`config.mk`:
```
export PLATFORM = sky130hd
export DESIGN_NAME = tile_router_v1_00_a_input_port
export DESIGN_NICKNAME = d
export VERILOG_FILES = /design/src/rtl/tile_router_v1_00_a_input_port_pkg.sv /design/src/rtl/tile_router_v1_00_a_input_port_fifo.sv /design/src/rtl/tile_router_v1_00_a_input_port.sv
export SDC_FILE = /design/constraint.sdc
export NUM_CORES = 1
export LEC_CHECK = 0
export BUFFER_PORTS_ARGS = -buffer_cell sky130_fd_sc_hd__buf_2
export CAP_MARGIN = 40
export CORE_UTILIZATION = 64
export CTS_BUF_LIST = sky130_fd_sc_hd__clkbuf_8
export DETAILED_ROUTE_END_ITERATION = 8
export PLACE_DENSITY = 0.82
export SLEW_MARGIN = 10
export SYNTH_ARGS = -nofsm -noshare
export SYNTH_HDL_FRONTEND = slang
export SYNTH_HIERARCHICAL = 1
export SYNTH_SLANG_ARGS = --single-unit
```
`constraint.sdc`:
```
create_clock -name clk -period 8.7 [get_ports clk]
set_clock_uncertainty 0.1 [all_clocks]
set_input_delay 1.74 -clock clk [delete_from_list [all_inputs] [get_ports clk]]
set_output_delay 1.74 -clock clk [all_outputs]
set_load 0.02 [all_outputs]
```
`src/rtl/tile_router_v1_00_a_input_port_pkg.sv`:
```
// ---------------------------------------------------------------------------
// tile_router_v1_00_a_input_port_pkg
//
// Shared definitions for the tile router input port:
//   PACKET_WIDTH  - default flit width in bits
//   PKT_LAST_BIT  - bit position of the "last flit of packet" marker
//   PKT_DEST_LSB  - low bit of the destination field carried by head flits
//   STATE_*       - input port FSM state encodings
//   clog2()       - ceiling log2 used to size pointers and destination fields
//
// No ports; this is a package imported by the input port and its FIFO.
// ---------------------------------------------------------------------------
package tile_router_v1_00_a_input_port_pkg;

   localparam int PACKET_WIDTH = 32;
   localparam int PKT_LAST_BIT = 31;
   localparam int PKT_DEST_LSB = 24;

   typedef logic [1:0] state_t;

   localparam logic [1:0] STATE_HEAD = 2'd0;
   localparam logic [1:0] STATE_FWD  = 2'd1;
   localparam logic [1:0] STATE_DROP = 2'd2;

   // Smallest n such that 2**n >= value; clog2(1) is 0.
   function automatic int clog2(input int value);
      int result;
      result = 0;
      while ((1 << result) < value) begin
         result = result + 1;
      end
      return result;
   endfunction

endpackage

```
`src/rtl/tile_router_v1_00_a_input_port_fifo.sv`:
```
// ---------------------------------------------------------------------------
// fifo_fwft_prog_full
//
// First-word-fall-through FIFO with a programmable "almost full" flag.
// The head entry is always presented on o_rdData while o_empty is low, and
// a write performed on one rising edge becomes visible at the head only
// after that edge (no combinational write-to-read path).
//
// Ports:
//   clk        - clock, all state updates on the rising edge
//   rst        - synchronous active-high reset, empties the FIFO
//   i_wrEn     - write request; ignored while o_full is high
//   i_wrData   - data to write
//   o_full     - FIFO holds C_DEPTH entries
//   o_progFull - FIFO holds at least C_PROG_FULL_THRESH entries
//   i_rdEn     - pop the head entry; ignored while o_empty is high
//   o_rdData   - current head entry
//   o_empty    - FIFO holds no entries
//
// C_DEPTH must be a power of two, at least 2.
// ---------------------------------------------------------------------------
module fifo_fwft_prog_full
   import tile_router_v1_00_a_input_port_pkg::*;
#(
   parameter int C_DATA_WIDTH       = 32,
   parameter int C_DEPTH            = 16,
   parameter int C_PROG_FULL_THRESH = 12
) (
   input  logic                    clk,
   input  logic                    rst,
   input  logic                    i_wrEn,
   input  logic [C_DATA_WIDTH-1:0] i_wrData,
   output logic                    o_full,
   output logic                    o_progFull,
   input  logic                    i_rdEn,
   output logic [C_DATA_WIDTH-1:0] o_rdData,
   output logic                    o_empty
);

   localparam int PTR_W = clog2(C_DEPTH);

   localparam logic [PTR_W:0] DEPTH_COUNT  = C_DEPTH[PTR_W:0];
   localparam logic [PTR_W:0] THRESH_COUNT = C_PROG_FULL_THRESH[PTR_W:0];

   logic [C_DATA_WIDTH-1:0] r_mem [C_DEPTH];

   // Pointers carry one extra wrap bit so full and empty are distinguishable.
   logic [PTR_W:0] r_wrPtr;
   logic [PTR_W:0] r_rdPtr;
   logic [PTR_W:0] w_count;
   logic           w_push;
   logic           w_pop;

   // Fullness is judged on the registered count, so a pop in the same cycle
   // never makes room for a push into an already full buffer.
   assign w_count    = r_wrPtr - r_rdPtr;
   assign o_full     = (w_count == DEPTH_COUNT);
   assign o_empty    = (r_wrPtr == r_rdPtr);
   assign o_progFull = (w_count >= THRESH_COUNT);

   assign w_push = i_wrEn & ~o_full;
   assign w_pop  = i_rdEn & ~o_empty;

   assign o_rdData = r_mem[r_rdPtr[PTR_W-1:0]];

   // Storage array; contents need no reset because the pointers define validity.
   always_ff @(posedge clk) begin
      if (w_push) begin
         r_mem[r_wrPtr[PTR_W-1:0]] <= i_wrData;
      end
   end

   // Pointer bookkeeping; push and pop in the same cycle both take effect.
   always_ff @(posedge clk) begin
      if (rst) begin
         r_wrPtr <= '0;
         r_rdPtr <= '0;
      end else begin
         if (w_push) begin
            r_wrPtr <= r_wrPtr + 1'b1;
         end
         if (w_pop) begin
            r_rdPtr <= r_rdPtr + 1'b1;
         end
      end
   end

endmodule

```
`src/rtl/tile_router_v1_00_a_input_port.sv`:
```
// ---------------------------------------------------------------------------
// tile_router_v1_00_a_input_port
//
// One router input port. Flits from the upstream link are buffered in a
// FWFT FIFO; the head flit of each packet selects a destination output port
// and the whole packet is then steered to that port (route locked until the
// flit marked "last" is accepted).
//
// Ports:
//   clk            - clock, rising edge
//   rst            - synchronous active-high reset
//   input_valid    - upstream flit valid
//   input_accept   - this port can take a flit (buffer not full, not in reset)
//   input_payload  - upstream flit
//   portX_valid    - one-hot valid, bit i goes to output port i
//   portX_accept   - per-output-port accept; only the routed bit is used
//   portX_payload  - buffered head flit, shared by all output ports
//   drop_count     - saturating count of discarded packets
//
// Configuration macro: TILE_ROUTER_INPUT_DROP_EN
//   defined   - a head flit addressing a port >= C_NUM_PORTS discards the
//               whole packet and bumps drop_count
//   undefined - such packets are steered to port C_NUM_PORTS-1 and
//               drop_count stays 0
// ---------------------------------------------------------------------------
module tile_router_v1_00_a_input_port
   import tile_router_v1_00_a_input_port_pkg::*;
#(
   parameter int C_NUM_PORTS    = 8,
   parameter int C_PACKET_WIDTH = PACKET_WIDTH,
   parameter int C_FIFO_DEPTH   = 16
) (
   input  logic                      clk,
   input  logic                      rst,
   input  logic                      input_valid,
   output logic                      input_accept,
   input  logic [C_PACKET_WIDTH-1:0] input_payload,
   output logic [C_NUM_PORTS-1:0]    portX_valid,
   input  logic [C_NUM_PORTS-1:0]    portX_accept,
   output logic [C_PACKET_WIDTH-1:0] portX_payload,
   output logic [15:0]               drop_count
);

   // A single-port router still needs a one-bit destination register.
   localparam int DEST_W = (clog2(C_NUM_PORTS) < 1) ? 1 : clog2(C_NUM_PORTS);

   state_t              r_state;
   logic [DEST_W-1:0]   r_dest;

   logic                      w_fifoFull;
   logic                      w_fifoEmpty;
   logic                      w_unusedProgFull;
   logic [C_PACKET_WIDTH-1:0] w_head;
   logic                      w_headLast;
   logic [DEST_W-1:0]         w_headDest;
   logic                      w_destInvalid;
   logic [DEST_W-1:0]         w_routedDest;
   logic                      w_headDrop;
   logic                      w_selAccept;
   logic                      w_pop;
   logic                      w_push;

   // Reset forces input_accept low so nothing is taken while the port clears.
   assign input_accept = ~w_fifoFull & ~rst;
   assign w_push       = input_valid & input_accept;

   fifo_fwft_prog_full #(
      .C_DATA_WIDTH       (C_PACKET_WIDTH),
      .C_DEPTH            (C_FIFO_DEPTH),
      .C_PROG_FULL_THRESH (C_FIFO_DEPTH - 2)
   ) u_fifo (
      .clk        (clk),
      .rst        (rst),
      .i_wrEn     (w_push),
      .i_wrData   (input_payload),
      .o_full     (w_fifoFull),
      .o_progFull (w_unusedProgFull),
      .i_rdEn     (w_pop),
      .o_rdData   (w_head),
      .o_empty    (w_fifoEmpty)
   );

   assign w_headLast    = w_head[PKT_LAST_BIT];
   assign w_headDest    = w_head[PKT_DEST_LSB +: DEST_W];
   assign w_destInvalid = (int'(w_headDest) >= C_NUM_PORTS);

`ifdef TILE_ROUTER_INPUT_DROP_EN
   // Out-of-range destinations discard the packet.
   assign w_routedDest = w_headDest;
   assign w_headDrop   = w_destInvalid;
`else
   // Out-of-range destinations fall back to the highest-numbered port.
   assign w_routedDest = w_destInvalid ? DEST_W'(C_NUM_PORTS - 1) : w_headDest;
   assign w_headDrop   = 1'b0;
`endif

   // Only the accept of the locked destination matters; the others are
   // other input ports' business.
   assign w_selAccept = portX_accept[r_dest];

   // Pops happen only while forwarding with the destination accepting, or
   // unconditionally while discarding a packet.
   assign w_pop = ~w_fifoEmpty &
                  (((r_state == STATE_FWD) & w_selAccept) | (r_state == STATE_DROP));

   // One-hot steering of the head flit toward the locked destination.
   always_comb begin
      portX_valid = '0;
      if ((r_state == STATE_FWD) && !w_fifoEmpty) begin
         portX_valid[r_dest] = 1'b1;
      end
   end

   assign portX_payload = w_head;

   // Packet-level FSM: HEAD inspects a new head flit without popping it,
   // costing one bubble cycle per packet; FWD and DROP stream the packet
   // out until its last flit leaves the buffer.
   always_ff @(posedge clk) begin
      if (rst) begin
         r_state <= STATE_HEAD;
         r_dest  <= '0;
      end else begin
         case (r_state)
            STATE_HEAD: begin
               if (!w_fifoEmpty) begin
                  r_dest  <= w_routedDest;
                  r_state <= w_headDrop ? STATE_DROP : STATE_FWD;
               end
            end
            STATE_FWD: begin
               if (w_pop && w_headLast) begin
                  r_state <= STATE_HEAD;
               end
            end
            STATE_DROP: begin
               if (w_pop && w_headLast) begin
                  r_state <= STATE_HEAD;
               end
            end
            default: begin
               r_state <= STATE_HEAD;
            end
         endcase
      end
   end

`ifdef TILE_ROUTER_INPUT_DROP_EN
   logic [15:0] r_dropCount;
   logic        w_dropDone;

   assign w_dropDone = (r_state == STATE_DROP) & w_pop & w_headLast;

   // Counts whole discarded packets, sticking at all-ones instead of wrapping.
   always_ff @(posedge clk) begin
      if (rst) begin
         r_dropCount <= '0;
      end else if (w_dropDone && (r_dropCount != 16'hFFFF)) begin
         r_dropCount <= r_dropCount + 16'd1;
      end
   end

   assign drop_count = r_dropCount;
`else
   assign drop_count = 16'd0;
`endif

endmodule

```
==> results of run 1 <==
## stage by stage
step                      power (uW)  setup WS (ns)  std cells  hold slack, ns  util [%]
after global placement          2980           3.76       1333           0.416      67.6
after detailed placement        3000           3.98       1343           0.417      68.3
after floorplan                 2940           2.69        889           0.398         -
final                           4790           3.42       1487           0.428      73.0
after global routing            4930           3.21       1487           0.490      73.0
after CTS                       4820           3.28       1485           0.434      72.9
## metal layers
layer / global-route usage [%] / wire (um) / up-vias
met5: 0 / 0 / -
met4: 9.90 / 1110 / 0
met3: 4.70 / 3500 / 88
met2: 44.9 / 22300 / 588
met1: 37.2 / 16100 / 5156
li1: - / - / 3996
## registers in the layout, summed over array words and instances, names as in the netlist, named ones only
| register | cells |
|---|---|
| r_dest | 3 |
| r_state | 1 |
| u_fifo/r_mem | 512 |
| u_fifo/r_rdPtr | 5 |
| u_fifo/r_wrPtr | 5 |
## cell type report
type	count	area [um2]	area share (%)
inverter	9	33.8	0.147
tap	402	503	2.18
multi-input combinational	293	4500	19.6
clock inverter	60	333	1.45
antenna	1	2.50	0.0109
timing repair buffer	110	778	3.38
sequential	530	15700	68.4
clock buffer	82	1130	4.90
## worst reg2reg max path, cell delays in order, from the launching register on
cell and delay (ns):
dfxtp_1 0.53, ha_1 0.35, and3b_2 0.23, o21ai_0 0.28
a2111oi_4 0.20, nor2_1 0.19, and2_1 0.20, inv_1 0.10
nor2_1 0.56, and3_2 0.71, buf_4 0.50
## report_power, final
part / internal [uW] / switching [uW]
sequential: 2810 / 7.93
clock: 920 / 926
combinational: 40.9 / 81.6
## cells in the final DEF, fill, tap and decap left out, drive strengths merged, types with 2 or more instances in the layout
cell,instances
mux2,3
nor2b,5
nor4,2
ha,9
nor2,19
clkbuf,82
nand2b,3
nand3b,3
a21oi,7
edfxtp,512
conb,16
and3,13
nand3,5
buf,110
and2,4
xor2,2
clkinv,34
o21ai,5
mux4,160
mux2i,5
xnor2,4
nand2,8
nand4,2
dfxtp,18
nor3,6
inv,34
or3,3
## final timing paths
kind / start / end / cells after the start / slack, ns
max: flip-flop / portX_payload[22] / 5 / 3.42
min reg2reg: u_fifo/r_rdPtr[4] / u_fifo/r_rdPtr[4] / 2 / 0.43
min: u_fifo/r_rdPtr[4] / u_fifo/r_rdPtr[4] / 2 / 0.43
max reg2reg: u_fifo/r_wrPtr[2] / u_fifo/r_mem[9][4] / 10 / 4.38
==> results.toml, run 1 <==
[clock_tree]
numCtsBuffers = 80
cts_root_buf = "clkbuf_8"
htree_levels = 3
cts_tree = "yes"
clk_latency_ns = 0.61
cts.sinks = 530
clock_path_buffers = 3
ctsResizeCount = 0
post_cts.repair.setup_buffers = 0
clk_pin_slew_worst_paths_ns = 0.06
ctsHoldBuffers = 0

[grt]
grt.overflow.total = 0
grt_pass1_vias = 10000
grt_max_degree = 61
antenna_found_initial = 1
grt_pass1_wl_um = 63000
track_usage_pct = 27.1

[timing]
setup_violations = 0
worst_slew_pin_slew_ns = 0.860
setup_tns_ns = 0
final-hold-violation-count = 0
max_clock_freq_mhz = 189
finalMaxSlewViolations = 0
rsz0062_at_grt = "false"
finalCritPeriodShare_pct = 60.7
period_minus_slack_ns = 5.28
relSlewSlack_pct = 42.7

[min_path]
holdCritPathClass = "flip-flop to flip-flop"

[detailed_routing]
wire_per_inst_um = 29.0
dr.pass1.iters = 5
drt_iter0_markers = 984
viasPerCell = 6.61
num_vias = 9828
drc_errors = 0
ant_nets = 0
routed_wl_um = 43100

[floorplanning]
rows = 65
die-area_mm2 = 0.0328
die_h_um = 181
initial_utilization_pct = 65.0
coreArea_mm2 = 0.0316
chipWidth_um = 181
io_pins = 100

[finish]
final_cell_area_mm2 = 0.0230
area_delta_synth_final_pct = 12.3
drive_gt1_share_pct = 36.5
fillers = 1716
finalNetCount = 1077

[run]
max_cap_violations = 0

[setup_path]
path_delay_family = "multiplexers"
cp_data_required_time_ns = 6.86
crit_buf_inv = 3
crit_fanout = 41
endpoint_kind = "primary output"
crit_slowest_cell = "dfxtp_4"
path_common_cell = "mux4_2"
critPathKind = "flip-flop to primary output"
crit_arrival_ns = 3.44
slowest_delay_ns = 0.74
start_kind = "flip-flop"
cp_cell_sequence = "buf_4, buf_16, mux4_2, mux4_2, buf_2"

[power]
max-vdd-ir-drop_v = 0.000131
p_leak_uw = 0.00731
p_per_area_mw_per_mm2 = 208

[place]
dpl_cell_area_mm2 = 0.0215
gp_congestion = 0.729
dp_hpwl_um = 22900
io_buffers = 83

[yosys]
avgSynthCellArea_um2 = 23.5
synth_area_mm2 = 0.0205
syn_inst = 874
yosysWarnings = 6

[run_status]
status = "complete, no violations"
(Power assumes the default switching activity.)
==> run 2: changes to the inputs <==
- ABC_AREA: default -> 1
- CORE_UTILIZATION: 64 -> 57
- PLACE_DENSITY: 0.82 -> 0.77
- clock period: 8.7 -> 4.5 ns (I/O delays scaled with it)
==> results.toml, run 2 <==
[timing]
finalMaxSlewViolations = 0
relSlewSlack_pct = 46.9
worst_slew_pin_slew_ns = 0.796
setup_tns_ns = 0
period_minus_slack_ns = 4.10
setup_violations = 0
max_clock_freq_mhz = 244
rsz0062_at_grt = "false"
final-hold-violation-count = 0
fin_ws_ns = 0.396
finalCritPeriodShare_pct = 91.2

[floorplanning]
io_pins = 100
coreArea_mm2 = 0.0367
die-area_mm2 = 0.0382
die_h_um = 195
chipWidth_um = 195
rows = 70
initial_utilization_pct = 58.1

[finish]
diodes = 0
area_delta_synth_final_pct = 11.8
most-common-layout-cells = "edfxtp_1 (512), nor2_1 (410), o21ai_0 (255)"
fillers = 2596
layout_commonest_cell = "edfxtp_1"
largest_reg_flops = 512
drive_gt1_share_pct = 14.0
finalNetCount = 1862

[clock_tree]
post_cts.repair.setup_buffers = 0
clk_pin_slew_worst_paths_ns = 0.06
cts.sinks = 530
clk_latency_ns = 0.63
ctsHoldBuffers = 0
cts_tree = "yes"
numCtsBuffers = 84
cts_root_buf = "clkbuf_8"
ctsResizeCount = 0
htree_levels = 3
clock_path_buffers = 3

[detailed_routing]
viasPerCell = 5.96
ant_nets = 0
drt_iter0_markers = 1259
drc_errors = 0
dr.pass1.iters = 7
num_vias = 13900
routed_wl_um = 48600
wire_per_inst_um = 20.8

[yosys]
yosysWarnings = 6
syn_inst = 1703
avgSynthCellArea_um2 = 12.5
synth_area_mm2 = 0.0213

[place]
gp_congestion = 0.848
place_ws_ns = 0.583
dp_hpwl_um = 27000
io_buffers = 83

[setup_path]
path_common_cell = "inv_1"
critPathKind = "flip-flop to primary output"
slowest_delay_ns = 0.41
cp_data_required_time_ns = 3.50
crit_slowest_cell = "dfxtp_1"
endpoint_kind = "primary output"
crit_arrival_ns = 3.10
crit_fanout = 12
start_kind = "flip-flop"
cp_cell_sequence = "inv_1, ha_1, inv_1, fa_1, inv_1, nand2_1, nor2_1, nand3_1, inv_1, nor2_1, buf_2"

[run_status]
status = "complete, no violations"

[power]
max-vdd-ir-drop_v = 0.000336
p_per_area_mw_per_mm2 = 409
p_leak_uw = 0.00799

[grt]
grt_pass1_vias = 13700
grt_pass1_wl_um = 75100
grt.overflow.total = 0
grt_max_degree = 137
track_usage_pct = 25.8
antenna_found_initial = 0

[min_path]
holdCritPathClass = "flip-flop to flip-flop"

[run]
max_cap_violations = 0
run 2: cell types whose count changed in the layout (fill, tap and decap cells not counted), moves of 52 or more:
| cell | previous run | this run |
|---|---|---|
| o21ai_0 | 5 | 255 |
| o211ai_1 | 0 | 128 |
| nand2_1 | 8 | 76 |
| nand3_1 | 5 | 57 |
| nor2_1 | 19 | 410 |
| mux4_2 | 160 | 0 |
run 2: power breakdown:
group	total, uW	switching, uW	leakage, uW	internal (uW)
clock network	3750	1830	0.000872	1920
registers	5480	28.8	0.00476	5450
logic	535	388	0.00235	147
run 2: cell type report:
type                       instances  area (um2)  area share [%]
clock buffer                      87        1200            5.02
clock inverter                    60         334            1.40
inverter                          45         176           0.740
multi-input combinational       1021        4990            20.9
sequential                       530       15700            66.0
tap                              468         586            2.45
timing repair buffer             127         821            3.44
run 2: per-stage QoR:
| stage | power [uW] | hold WS, ns | cells | utilization [%] | cell area, um2 |
|---|---|---|---|---|---|
| after floorplan | 5910 | 0.353 | 1718 | - | 21400 |
| after global placement | 6100 | 0.370 | 2191 | 60.8 | 22300 |
| after global routing | 10100 | 0.423 | 2338 | 65.0 | 23900 |
| after CTS | 9830 | 0.394 | 2338 | 65.0 | 23900 |
| final | 9770 | 0.389 | 2338 | 65.0 | 23900 |
| after detailed placement | 6120 | 0.385 | 2191 | 60.8 | 22300 |
run 2: final timing paths:
check | depth (start not counted) | endpoint | slack [ns] | from
worst min register to register | 2 | u_fifo/r_rdPtr[4] | 0.39 | u_fifo/r_rdPtr[4]
worst max register to register | 14 | u_fifo/r_mem[6][17] | 0.51 | u_fifo/r_wrPtr[0]
worst max-delay path | 11 | input_accept | 0.40 | u_fifo/r_wrPtr[0]
worst min-delay path | 2 | u_fifo/r_rdPtr[4] | 0.39 | u_fifo/r_rdPtr[4]
run 2: worst max-delay path: cells and delay by family, from the launching register on:
kind | cells | cell delay, ns
AND/OR/NAND/NOR | 4 | 0.63
flip-flops | 1 | 0.41
buffers and inverters | 5 | 0.81
adder cells (fa/ha/maj) | 2 | 0.62
run 2: routing by layer:
layer | routed length [um] | track usage [%] | up-vias | part of all wire, %
met3 | 3570 | 3.83 | 108 | 7.3
met4 | 1490 | 10.6 | 0 | 3.1
met2 | 23900 | 42.5 | 642 | 49
met1 | 19600 | 34.6 | 6812 | 40
li1 | - | - | 6368 | -
met5 | 0 | 0 | - | 0
